`src/rtl/deserializer_sipo.sv`:
```
// ============================================================================
// Module  : deserializer_sipo
// Brief   : Serial-in/parallel-out receiver with valid/ack word handshake.
//           Optional even-parity bit per word when PARITY_CHECK_EN is defined.
// Revision: 1.0 - initial release
// ============================================================================
`default_nettype none

module deserializer_sipo #(
    parameter int DATA_WIDTH = 8,
    parameter int CNT_W      = $clog2(DATA_WIDTH + 1)
) (
    input  logic                  clk,
    input  logic                  rst,
    input  logic                  serial_in,
    input  logic                  shift,
    input  logic                  TX_active,
    output logic [DATA_WIDTH-1:0] data_out,
    output logic                  data_valid,
    input  logic                  data_ack,
    output logic                  busy,
    output logic                  frame_err,
`ifdef PARITY_CHECK_EN
    output logic                  parity_err,
`endif
    output logic                  overrun
);

    localparam logic [0:0] c_IDLE = 1'b0;
    localparam logic [0:0] c_RECV = 1'b1;

`ifdef PARITY_CHECK_EN
    localparam int c_TC = DATA_WIDTH + 1;
`else
    localparam int c_TC = DATA_WIDTH;
`endif
    localparam logic [CNT_W-1:0] c_LAST = CNT_W'(c_TC - 1);
    localparam logic [CNT_W-1:0] c_ONE  = CNT_W'(1);

    logic [0:0]            r_state;
    logic [CNT_W-1:0]      r_cnt;
    logic [DATA_WIDTH-1:0] r_sr;
    logic [DATA_WIDTH-1:0] r_data;
    logic                  r_valid;
    logic                  r_busy;
    logic                  r_frame_err;
    logic                  r_overrun;

    logic                  w_bit_q;
    logic                  w_done;
    logic [DATA_WIDTH-1:0] w_word;

    assign w_bit_q = shift & TX_active;
    assign w_done  = (r_state == c_RECV) && w_bit_q && (r_cnt == c_LAST);

`ifdef PARITY_CHECK_EN
    // The final qualified bit is parity; the data bits are already in r_sr.
    logic r_parity_err;
    logic w_perr;
    assign w_word     = r_sr;
    assign w_perr     = (^r_sr) ^ serial_in;
    assign parity_err = r_parity_err;
`else
    assign w_word = {r_sr[DATA_WIDTH-2:0], serial_in};
`endif

    always_ff @(posedge clk) begin
        if (!rst) begin
            r_state     <= c_IDLE;
            r_cnt       <= '0;
            r_sr        <= '0;
            r_data      <= '0;
            r_valid     <= 1'b0;
            r_busy      <= 1'b0;
            r_frame_err <= 1'b0;
            r_overrun   <= 1'b0;
`ifdef PARITY_CHECK_EN
            r_parity_err <= 1'b0;
`endif
        end else begin
            r_frame_err <= 1'b0;
            r_overrun   <= 1'b0;

            case (r_state)
                c_IDLE: begin
                    if (w_bit_q) begin
                        r_sr    <= {r_sr[DATA_WIDTH-2:0], serial_in};
                        r_cnt   <= c_ONE;
                        r_busy  <= 1'b1;
                        r_state <= c_RECV;
                    end
                end
                c_RECV: begin
                    if (!TX_active) begin
                        r_frame_err <= (r_cnt != '0);
                        r_cnt       <= '0;
                        r_busy      <= 1'b0;
                        r_state     <= c_IDLE;
                    end else if (shift) begin
`ifdef PARITY_CHECK_EN
                        if (!w_done) begin
                            r_sr <= {r_sr[DATA_WIDTH-2:0], serial_in};
                        end
`else
                        r_sr <= {r_sr[DATA_WIDTH-2:0], serial_in};
`endif
                        if (w_done) begin
                            r_cnt  <= '0;
                            r_busy <= 1'b0;
                        end else begin
                            r_cnt  <= r_cnt + c_ONE;
                            r_busy <= 1'b1;
                        end
                    end
                end
                default: begin
                    r_state <= c_IDLE;
                    r_cnt   <= '0;
                    r_busy  <= 1'b0;
                end
            endcase

            // An ack in the completion cycle frees the slot for the new word.
            if (w_done) begin
`ifdef PARITY_CHECK_EN
                r_parity_err <= w_perr;
`endif
                if (!r_valid || data_ack) begin
                    r_data  <= w_word;
                    r_valid <= 1'b1;
                end else begin
                    r_overrun <= 1'b1;
                end
            end else if (data_ack && r_valid) begin
                r_valid <= 1'b0;
            end
        end
    end

    assign data_out   = r_data;
    assign data_valid = r_valid;
    assign busy       = r_busy;
    assign frame_err  = r_frame_err;
    assign overrun    = r_overrun;

endmodule

`default_nettype wire
```
`config.mk`:
```
export PLATFORM = sky130hd
export DESIGN_NAME = deserializer_sipo
export DESIGN_NICKNAME = d
export VERILOG_FILES = /design/src/rtl/deserializer_sipo.sv
export SDC_FILE = /design/constraint.sdc
export NUM_CORES = 1
export LEC_CHECK = 0
export CELL_PAD_IN_SITES_DETAIL_PLACEMENT = 2
export CELL_PAD_IN_SITES_GLOBAL_PLACEMENT = 2
export CORE_AREA = 8 8 66 68
export DETAILED_ROUTE_END_ITERATION = 10
export DIE_AREA = 0 0 74 76
export PLACE_DENSITY = 0.81
export SETUP_SLACK_MARGIN = 0.2
export SLEW_MARGIN = 30
export SYNTH_ARGS = -nofsm -noshare
export SYNTH_HDL_FRONTEND = slang
export SYNTH_SLANG_ARGS = --single-unit
```
`constraint.sdc`:
```
create_clock -name clk -period 3 [get_ports clk]
set_clock_uncertainty 0.2 [all_clocks]
set_input_delay 0.45 -clock clk [delete_from_list [all_inputs] [get_ports clk]]
set_output_delay 0.45 -clock clk [all_outputs]
set_load 0.1 [all_outputs]
```
==> metrics.csv, run 1 <==
stage,metric,value,unit
timing,RSZ-0062 raised after global routing,false,
timing,minimum clock period,1.91,ns
clocking,clk slew on worst S/H paths,0.14,ns
floorplan,Rows,22,
setup_path,CP arrival,1.90,ns
global_routing,largest net degree at the start of global routing,21,
drt,Routed Wire Length,2.62,mm
timing,Worst-Margin Slew,0.508,ns
power_and_ir_drop,total leakage power,0.000430,µW
setup_path,FF-to-FF setup slack,1.12,ns
clocking,post-CTS setup buffer count,0,
cells_and_area,area of the multi-input gates,440,µm²
synthesis,Ys Warns,0,
synthesis,register area share after synthesis,49.3,%
drt,DR vias/cell,4.82,
cells_and_area,fin nets,142,
synthesis,Mean Syn Cell Area,8.33,µm²
clocking,CTS buffer count,3,
setup_path,Crit path max-delay family,simple AND/OR/NAND/NOR gates,
setup_path,Setup crit end kind,register,
cells_and_area,final instance area,0.00120,mm²
clocking,CTS Root Cell,clkbuf_4,
cells_and_area,fillers,418,
cells_and_area,"commonest non-fill, non-tap cell in the layout",nand2_1,
synthesis,Yosys reg bits,24,
cells_and_area,"non-filler cells, final",181,
global_routing,number of global-route vias before repair,955,
placement,hpwl dp,1.99,mm
cells_and_area,layout cells sized above 1,15.8,%
drt,drt first pass iters,4,
setup_path,CP startpoint kind,input port,
timing,final count of hold timing violations,0,
clocking,clock sink total,24,
timing,worst rel slew slack,66.0,%
clocking,CTS tree,built,
cells_and_area,Area Overhead vs Synth,22.7,%
cells_and_area,ant diodes,0,
floorplan,die area,0.00562,mm²
setup_path,CP bufs+invs,1,
cells_and_area,"commonest non-fill, non-tap cells in the layout","nand2_1 (27), dfxtp_1 (24), buf_4 (13), o21ai_0 (11)",
power_and_ir_drop,peak supply drop,159,µV
setup_path,CP Cell Sequence,clkdlybuf4s50_1 -> nand3_2 -> nor3_4 -> o21ai_0,
drt,DRT antenna net count,0,
drt,Vias,872,
placement,routability cong.,0.824,
synthesis,"EDFF count, synth",0,
clocking,# H-tree levels,1,
floorplan,area of the core,0.00344,mm²
cells_and_area,Seq. cell area,480,µm²
global_routing,first-pass GRT wire length,4.54,mm
power_and_ir_drop,PwrDens,505,mW/mm²
placement,IO buf count,17,
timing,setup TNS,0,ns
synthesis,Post-Syn Instances,117,
timing,f_max,525,MHz
drt,First DRT Iteration DRCs,21,
synthesis,Synth async-reset ratio,0,%
placement,Placed Cells,177,
global_routing,initial antenna violation count,0,
floorplan,initial core utilization,28.3,%
setup_path,Required @ worst endpoint,3.00,ns
drt,Residual DRC,0,
hold_path,worst hold path type,reg2reg,
floorplan,IO Pins,18,
clocking,clk buf depth,2,
placement,DP Area,0.00114,mm²
run,Max Cap Viol,0,
clocking,CTS Hold Buffers Added,0,
timing,Final period util,63.5,%
drt,wire per inst,14.4,µm
setup_path,CP Class,in2reg,
status,status,completed,
cells_and_area,Post-Route Utilization,34.8,%
global_routing,grt total ovfl,0,
global_routing,gr usage total,10.2,%
synthesis,Netlist cell types,27,
setup_path,critical path's slowest cell,clkdlybuf4s50_1,
setup_path,crit-path max FO,16,
timing,max-slew violations,0,
synthesis,ys flop type,dfxtp_1,
synthesis,Syn Nets,125,
clocking,Worst-Skew Late Latency,0.33,ns
floorplan,Die Height,76,µm
synthesis,Synth Cell Area,975,µm²
floorplan,Horiz. Die Dim,74,µm
setup_path,critical path's largest stage delay,0.61,ns
clocking,post-CTS sizing,0,
timing,setup violators final,0,
==> cell families after synthesis <==
| family | Yosys count | synth area share [%] |
|---|---|---|
| flops | 24 | 49.3 |
| simple gates | 54 | 26.4 |
| buf+inv | 10 | 5.52 |
| fa+ha+maj | 2 | 2.57 |
| compound gates | 27 | 16.2 |
==> flip-flops by register name, indices dropped and copies added, names as in the netlist <==
register	count
r_state	1
r_sr	7
overrun	1
data_out	8
r_cnt	4
data_valid	1
busy	1
frame_err	1
==> per-layer routing <==
metal / wire (µm) / track usage [%] / up-vias / share of wire [%]
met1: 1160 / 11.2 / 420 / 44
met4: 34 / 4.80 / 0 / 1.3
met5: 0 / 0 / - / 0
li1: - / - / 431 / -
met3: 104 / 2.63 / 4 / 4.0
met2: 1320 / 17.5 / 17 / 50
==> cell type report <==
| cell class | instances | area share (%) |
|---|---|---|
| repair buffers | 18 | 12.3 |
| flip-flops and latches | 24 | 40.2 |
| inverters | 4 | 1.26 |
| well taps | 48 | 5.02 |
| clock buffers | 3 | 1.88 |
| multi-input cells | 83 | 36.8 |
| clock inverters | 1 | 2.51 |
==> cells in the mapped netlist, types with 2 or more instances <==
| cell type | instances | area share (%) |
|---|---|---|
| inv_1 | 4 | 1.5 |
| nand3_1 | 10 | 5.1 |
| o21ai_0 | 11 | 5.6 |
| dfxtp_1 | 24 | 49 |
| nor2_1 | 9 | 3.5 |
| clkbuf_1 | 2 | 0.77 |
| a21oi_1 | 10 | 5.1 |
| ha_1 | 2 | 2.6 |
| nand2_1 | 27 | 10 |
==> worst reg2reg max path, stage by stage (launching register included) <==
cell and delay (ns):
dfxtp_1 0.45, ha_1 0.26, nand3b_2 0.17, nor3_4 0.48, o21ai_0 0.18
==> report_power, final <==
| group | switching [µW] | total [µW] | internal [µW] |
|---|---|---|---|
| Clock | 102 | 237 | 135 |
| Sequential | 4.28 | 326 | 322 |
| Combinational | 27.0 | 40.5 | 13.5 |
==> per-stage QoR <==
stage	worst slack (ns)	hold slack, ns	power [µW]
2_1_floorplan	1.06	0.234	358
3_3_place_gp	0.829	0.249	373
3_5_place_dp	0.725	0.258	375
4_1_cts	1.09	0.279	617
5_1_grt	0.925	0.303	632
6_report	1.09	0.272	604
==> path summary, 6_finish.rpt <==
check	from	endpoint	cells past startpoint
worst min register to register	data_out[4]	data_out[4]	2
worst max register to register	r_cnt[0]	data_out[6]	4
worst max-delay path	TX_active	data_out[6]	4
worst min-delay path	data_out[4]	data_out[4]	2
(Power assumes the default switching activity.)
==> run 2: changes to the inputs <==
--- a/config.mk
+++ b/config.mk
@@ -7,10 +7,10 @@
 export LEC_CHECK = 0
 export CELL_PAD_IN_SITES_DETAIL_PLACEMENT = 2
 export CELL_PAD_IN_SITES_GLOBAL_PLACEMENT = 2
-export CORE_AREA = 8 8 66 68
+export CORE_AREA = 8 8 67 69
 export DETAILED_ROUTE_END_ITERATION = 10
-export DIE_AREA = 0 0 74 76
-export PLACE_DENSITY = 0.81
+export DIE_AREA = 0 0 75 77
+export PLACE_DENSITY = 0.79
 export SETUP_SLACK_MARGIN = 0.2
 export SLEW_MARGIN = 30
 export SYNTH_ARGS = -nofsm -noshare
==> constraint.sdc (replaced) <==
create_clock -name clk -period 1.9 [get_ports clk]
set_clock_uncertainty 0.2 [all_clocks]
set_input_delay 0.285 -clock clk [delete_from_list [all_inputs] [get_ports clk]]
set_output_delay 0.285 -clock clk [all_outputs]
set_load 0.1 [all_outputs]
==> run 2 against run 1 <==
  * Combinational power grew 84%
  * Worst setup slack lost 0.79 ns
  * First-iteration DRC count grew 24%
  * Die area grew 2.7%
  * Global-route usage grew 0.40 points
  * Highest routed layer unchanged
  * Wire length grew 5.9%
==> metrics.csv, run 2 (same netlist as run 1, synthesis figures left out) <==
stage,metric,value,unit
setup_path,Worst Reg-to-Reg Cells,6,
power_and_ir_drop,PwrDens,688,mW/mm²
global_routing,gr usage total,10.6,%
drt,DR vias/cell,4.85,
floorplan,initial core utilization,27.9,%
timing,Worst-Margin Slew,0.573,ns
timing,f_max,626,MHz
timing,final count of hold timing violations,0,
timing,setup TNS,0,ns
timing,Final WS setup,0.302,ns
hold_path,worst hold path type,reg2reg,
cells_and_area,final instance area,0.00142,mm²
placement,DP Area,0.00135,mm²
timing,Final period util,84.1,%
timing,minimum clock period,1.60,ns
floorplan,IO Pins,18,
clocking,clk buf depth,2,
cells_and_area,fillers,402,
timing,worst rel slew slack,60.8,%
floorplan,Rows,22,
drt,Residual DRC,0,
global_routing,first-pass GRT wire length,4.80,mm
cells_and_area,layout cells sized above 1,22.5,%
setup_path,crit-path max FO,16,
drt,Vias,902,
hold_path,hold_sp,r_sr[6],
setup_path,Required @ worst endpoint,1.96,ns
clocking,CTS tree,built,
drt,Routed Wire Length,2.77,mm
cells_and_area,Largest register FFs,8,
placement,routability cong.,0.891,
power_and_ir_drop,total leakage power,0.000528,µW
drt,wire per inst,14.9,µm
drt,First DRT Iteration DRCs,26,
setup_path,CP arrival,1.66,ns
global_routing,number of global-route vias before repair,983,
cells_and_area,"commonest non-fill, non-tap cell in the layout",nand2_1,
setup_path,FF-to-FF setup slack,0.30,ns
floorplan,die area,0.00578,mm²
run,Max Cap Viol,0,
clocking,Worst-Skew Late Latency,0.33,ns
cells_and_area,"commonest non-fill, non-tap cells in the layout","nand2_1 (27), dfxtp_1 (20), buf_12 (13), o21ai_0 (11)",
floorplan,Die Height,77,µm
setup_path,CP Class,reg2reg,
clocking,CTS buffer count,3,
clocking,clock sink total,24,
timing,setup violators final,0,
placement,pre-CTS setup slack,0.0303,ns
setup_path,Worst R2R Start,r_cnt[0],
cells_and_area,Area Overhead vs Synth,45.2,%
floorplan,area of the core,0.00350,mm²
setup_path,CP startpoint kind,register,
clocking,CTS Hold Buffers Added,0,
drt,DRT antenna net count,0,
status,status,completed,
timing,RSZ-0062 raised after global routing,false,
placement,hpwl dp,2.13,mm
drt,drt first pass iters,4,
setup_path,crit path to,data_out[6],
clocking,# H-tree levels,1,
placement,IO buf count,17,
cells_and_area,fin nets,147,
cells_and_area,Post-Route Utilization,40.5,%
floorplan,Horiz. Die Dim,75,µm
setup_path,Setup crit end kind,register,
timing,max-slew violations,0,
clocking,CTS Root Cell,clkbuf_4,
global_routing,initial antenna violation count,0,
clocking,clk slew on worst S/H paths,0.13,ns
cells_and_area,ant diodes,0,
global_routing,grt total ovfl,0,
setup_path,RR Endpoint,data_out[6],
global_routing,largest net degree at the start of global routing,17,
power_and_ir_drop,peak supply drop,282,µV
setup_path,crit path from,r_cnt[0],
run 2: cell types whose count changed in the layout (fill, tap and decap cells not counted), moves of 3 or more:
cell / change
buf_12: +13
buf_4: -8
dfxtp_1: -4
dfxtp_2: +3
run 2: power breakdown:
group,internal (µW),switching (µW),leakage (µW)
clock network,214,168,0.0000279
registers,509,8.06,0.000196
logic,30.0,44.4,0.000304
total,752,220,0.000528
run 2: worst min-delay path by stage:
stage	to	cells after the start	slack (ns)
floorplan	frame_err	1	0.17
global placement	r_sr[6]	2	0.25
detailed placement	r_sr[6]	2	0.26
CTS	r_sr[6]	2	0.28
global route	r_sr[6]	2	0.31
finish	r_sr[6]	2	0.27
run 2: routing by layer:
metal,routed length (µm),track usage (%),vias to the layer above
li1,-,-,446
met1,1160,11.9,434
met2,1450,18.2,17
met3,102,1.69,5
met4,55,5.69,0
met5,0,0,-
run 2: critical path, stage by stage, from the launching register on:
cell      delay, ns
dfxtp_4        0.40
ha_2           0.22
nand3b_4       0.12
nor3_4         0.23
buf_12         0.15
nand3_1        0.10
o21ai_0        0.10
run 2: repair_timing:
| action | CTS | global route |
|---|---|---|
| setup buffers | 0 | 0 |
| endpoints found under the setup margin | 1 | 8 |
| gates resized for setup | 1 | 5 |
| pin swaps | 0 | 1 |
run 2: final cells by class:
cell class | instances | area (µm²) | area share, %
Clock buffer | 3 | 22.5 | 1.59
Clock inverter | 1 | 30.0 | 2.12
Inverter | 4 | 15.0 | 1.06
Multi-Input combinational cell | 83 | 452 | 31.9
Sequential cell | 24 | 488 | 34.5
Tap cell | 48 | 60.1 | 4.24
Timing Repair Buffer | 23 | 348 | 24.6
run 2: metrics by stage:
stage	std cells	power (µW)	hold slack (ns)
after floorplan	117	565	0.175
after global placement	182	599	0.249
after detailed placement	182	602	0.264
after CTS	186	989	0.284
after global routing	186	1020	0.310
final	186	973	0.273
==> run 3: changes to the inputs <==
--- a/config.mk
+++ b/config.mk
@@ -7,10 +7,10 @@
 export LEC_CHECK = 0
 export CELL_PAD_IN_SITES_DETAIL_PLACEMENT = 2
 export CELL_PAD_IN_SITES_GLOBAL_PLACEMENT = 2
-export CORE_AREA = 8 8 67 69
+export CORE_AREA = 8 8 71 73
 export DETAILED_ROUTE_END_ITERATION = 10
-export DIE_AREA = 0 0 75 77
-export PLACE_DENSITY = 0.79
+export DIE_AREA = 0 0 79 81
+export PLACE_DENSITY = 0.73
 export SETUP_SLACK_MARGIN = 0.2
 export SLEW_MARGIN = 30
 export SYNTH_ARGS = -nofsm -noshare
==> constraint.sdc (replaced) <==
create_clock -name clk -period 1.35 [get_ports clk]
set_clock_uncertainty 0.2 [all_clocks]
set_input_delay 0.2025 -clock clk [delete_from_list [all_inputs] [get_ports clk]]
set_output_delay 0.2025 -clock clk [all_outputs]
set_load 0.1 [all_outputs]
==> run 3 against run 2 <==
  * The run now ends with negative hold slack, negative setup slack left
  * Clock power up 32%
  * Via count up 8.1%
  * Combinational power up 87%
  * Flip-flop and latch count unchanged
  * Power up 40%
  * Worst setup slack worse by 0.44 ns
  * Maximum frequency up 7.5%
  * Sequential power up 39%
  * Sequential share of layout area down 4.0 points
  * Critical endpoint is now r_cnt[3]
==> metrics.csv, run 3 (same netlist as run 1, synthesis figures left out) <==
stage,metric,value,unit
status,status,"finished, violations left",
status,violated checks,"negative hold slack, negative setup slack",
cells_and_area,"commonest non-fill, non-tap cells in the layout","nand2_1 (27), buf_4 (16), dfxtp_2 (13), buf_12 (13), dfxtp_1 (8)",
floorplan,IO Pins,18,
setup_path,Required @ worst endpoint,1.35,ns
global_routing,busiest grt layer,met2,
hold_path,worst hold path type,in2reg,
clocking,# H-tree levels,1,
clocking,clock sink total,24,
run,Max Cap Viol,0,
placement,Placed Cells,194,
power_and_ir_drop,peak supply drop,321,µV
drt,wire per inst,17.9,µm
power_and_ir_drop,Sw Ratio,24.6,%
drt,First DRT Iteration DRCs,22,
drt,Vias,975,
global_routing,largest net degree at the start of global routing,18,
clocking,clk slew on worst S/H paths,0.09,ns
timing,RSZ-0062 raised after global routing,true,
global_routing,initial antenna violation count,0,
floorplan,die area,0.00640,mm²
timing,f_max,673,MHz
power_and_ir_drop,sequential power share,52.9,%
clocking,CTS tree,built,
timing,Worst-Margin Slew,0.302,ns
drt,DRT antenna net count,0,
floorplan,Horiz. Die Dim,79,µm
power_and_ir_drop,combinational power share,10.2,%
power_and_ir_drop,internal power,1030,µW
timing,setup violators final,13,
drt,Residual DRC,0,
placement,hpwl dp,2.41,mm
clocking,Worst-Skew Late Latency,0.27,ns
cells_and_area,fillers,441,
cells_and_area,Largest register FFs,8,
clocking,CTS Hold Buffers Added,0,
floorplan,Die Height,81,µm
drt,DR vias/cell,4.83,
drt,Routed Wire Length,3.63,mm
global_routing,gr usage total,12.0,%
drt,drt first pass iters,4,
setup_path,Setup crit end kind,register,
power_and_ir_drop,clock share of power,37.0,%
global_routing,grt total ovfl,0,
power_and_ir_drop,PwrDens,819,mW/mm²
floorplan,Rows,23,
global_routing,GR Util met1,12.6,%
timing,final count of hold timing violations,1,
setup_path,CP startpoint kind,register,
placement,IO buf count,17,
timing,hold slack final,-0.0136,ns
power_and_ir_drop,total leakage power,0.000626,µW
cells_and_area,Area Overhead vs Synth,70.9,%
clocking,clk buf depth,2,
cells_and_area,"non-filler cells, final",202,
setup_path,CP arrival,1.48,ns
cells_and_area,ant diodes,0,
global_routing,first-pass GRT wire length,5.84,mm
setup_path,CP Class,reg2reg,
cells_and_area,layout cells sized above 1,50.7,%
global_routing,number of global-route vias before repair,1079,
timing,Final WS setup,-0.136,ns
setup_path,crit-path max FO,4,
timing,worst rel slew slack,79.6,%
timing,max-slew violations,0,
global_routing,met3 Usage GRT,2.32,%
cells_and_area,fin nets,161,
power_and_ir_drop,P_sw,336,µW
floorplan,initial core utilization,24.9,%
cells_and_area,"commonest non-fill, non-tap cell in the layout",nand2_1,
timing,minimum clock period,1.49,ns
clocking,CTS Root Cell,clkbuf_8,
floorplan,area of the core,0.00391,mm²
timing,setup TNS,-0.821,ns
clocking,CTS buffer count,3,
global_routing,GR met2 Demand/Resource,21.7,%
placement,routability cong.,0.776,
timing,Final period util,110,%
==> run 3: repair_timing <==
item	CTS	global route
pin swaps	3	1
buffers inserted	3	1
gates cloned	0	0
gates resized for setup	27	14
hold endpoints to repair	0	1
setup endpoints to repair	36	32
==> run 3: worst max-delay path: stages, from the launching register on <==
cell and delay (ns):
dfxtp_4 0.38, buf_4 0.11, buf_4 0.11, nand3_2 0.11, nor4b_4 0.24, a41oi_2 0.07
a21oi_1 0.19
==> run 3: final timing paths <==
path / from / end / slack [ns] / cells after the start
worst max-delay path: r_cnt[0] / r_cnt[3] / -0.14 / 6
worst min-delay path: TX_active / frame_err / -0.01 / 2
worst max register to register: r_cnt[0] / r_cnt[3] / -0.14 / 6
worst min register to register: r_sr[6] / data_out[7] / 0.28 / 2
==> run 3: stage by stage <==
| step | total power, µW | setup WS, ns | util (%) | cell area, µm² | hold slack (ns) |
|---|---|---|---|---|---|
| after floorplan | 795 | -0.0913 | - | 1030 | 0.0848 |
| after global routing | 1430 | -0.174 | 42.6 | 1670 | -0.0144 |
| final | 1360 | -0.136 | 42.6 | 1670 | -0.0136 |
| after CTS | 1380 | -0.103 | 41.4 | 1620 | 0.0744 |
| after global placement | 853 | -0.381 | 37.7 | 1480 | 0.246 |
| after detailed placement | 860 | -0.461 | 37.7 | 1480 | 0.275 |
==> run 3: power by group through the flow <==
stage                     sequential (µW)  combinational [µW]  clock [µW]
after global routing                  722                 148         562
final                                 721                 139         504
after global placement                738                 115           0
after CTS                             722                 134         520
after floorplan                       749                45.5           0
after detailed placement              739                 121           0
==> run 3: per-layer routing <==
metal	vias to the layer above	part of all wire, %	routed length (µm)
met1	486	40	1460
met3	6	3.0	107
met4	0	2.2	78
li1	469	-	-
met5	-	0	0
met2	14	55	1980
==> run 3: layout make-up <==
type / instances / area (µm²) / share of cell area, %
repair buffers: 37 / 460 / 27.6
clock buffers: 4 / 55.1 / 3.31
multi-input cells: 83 / 564 / 33.9
inverters: 4 / 15.0 / 0.902
flip-flops and latches: 24 / 508 / 30.5
well taps: 50 / 62.6 / 3.76
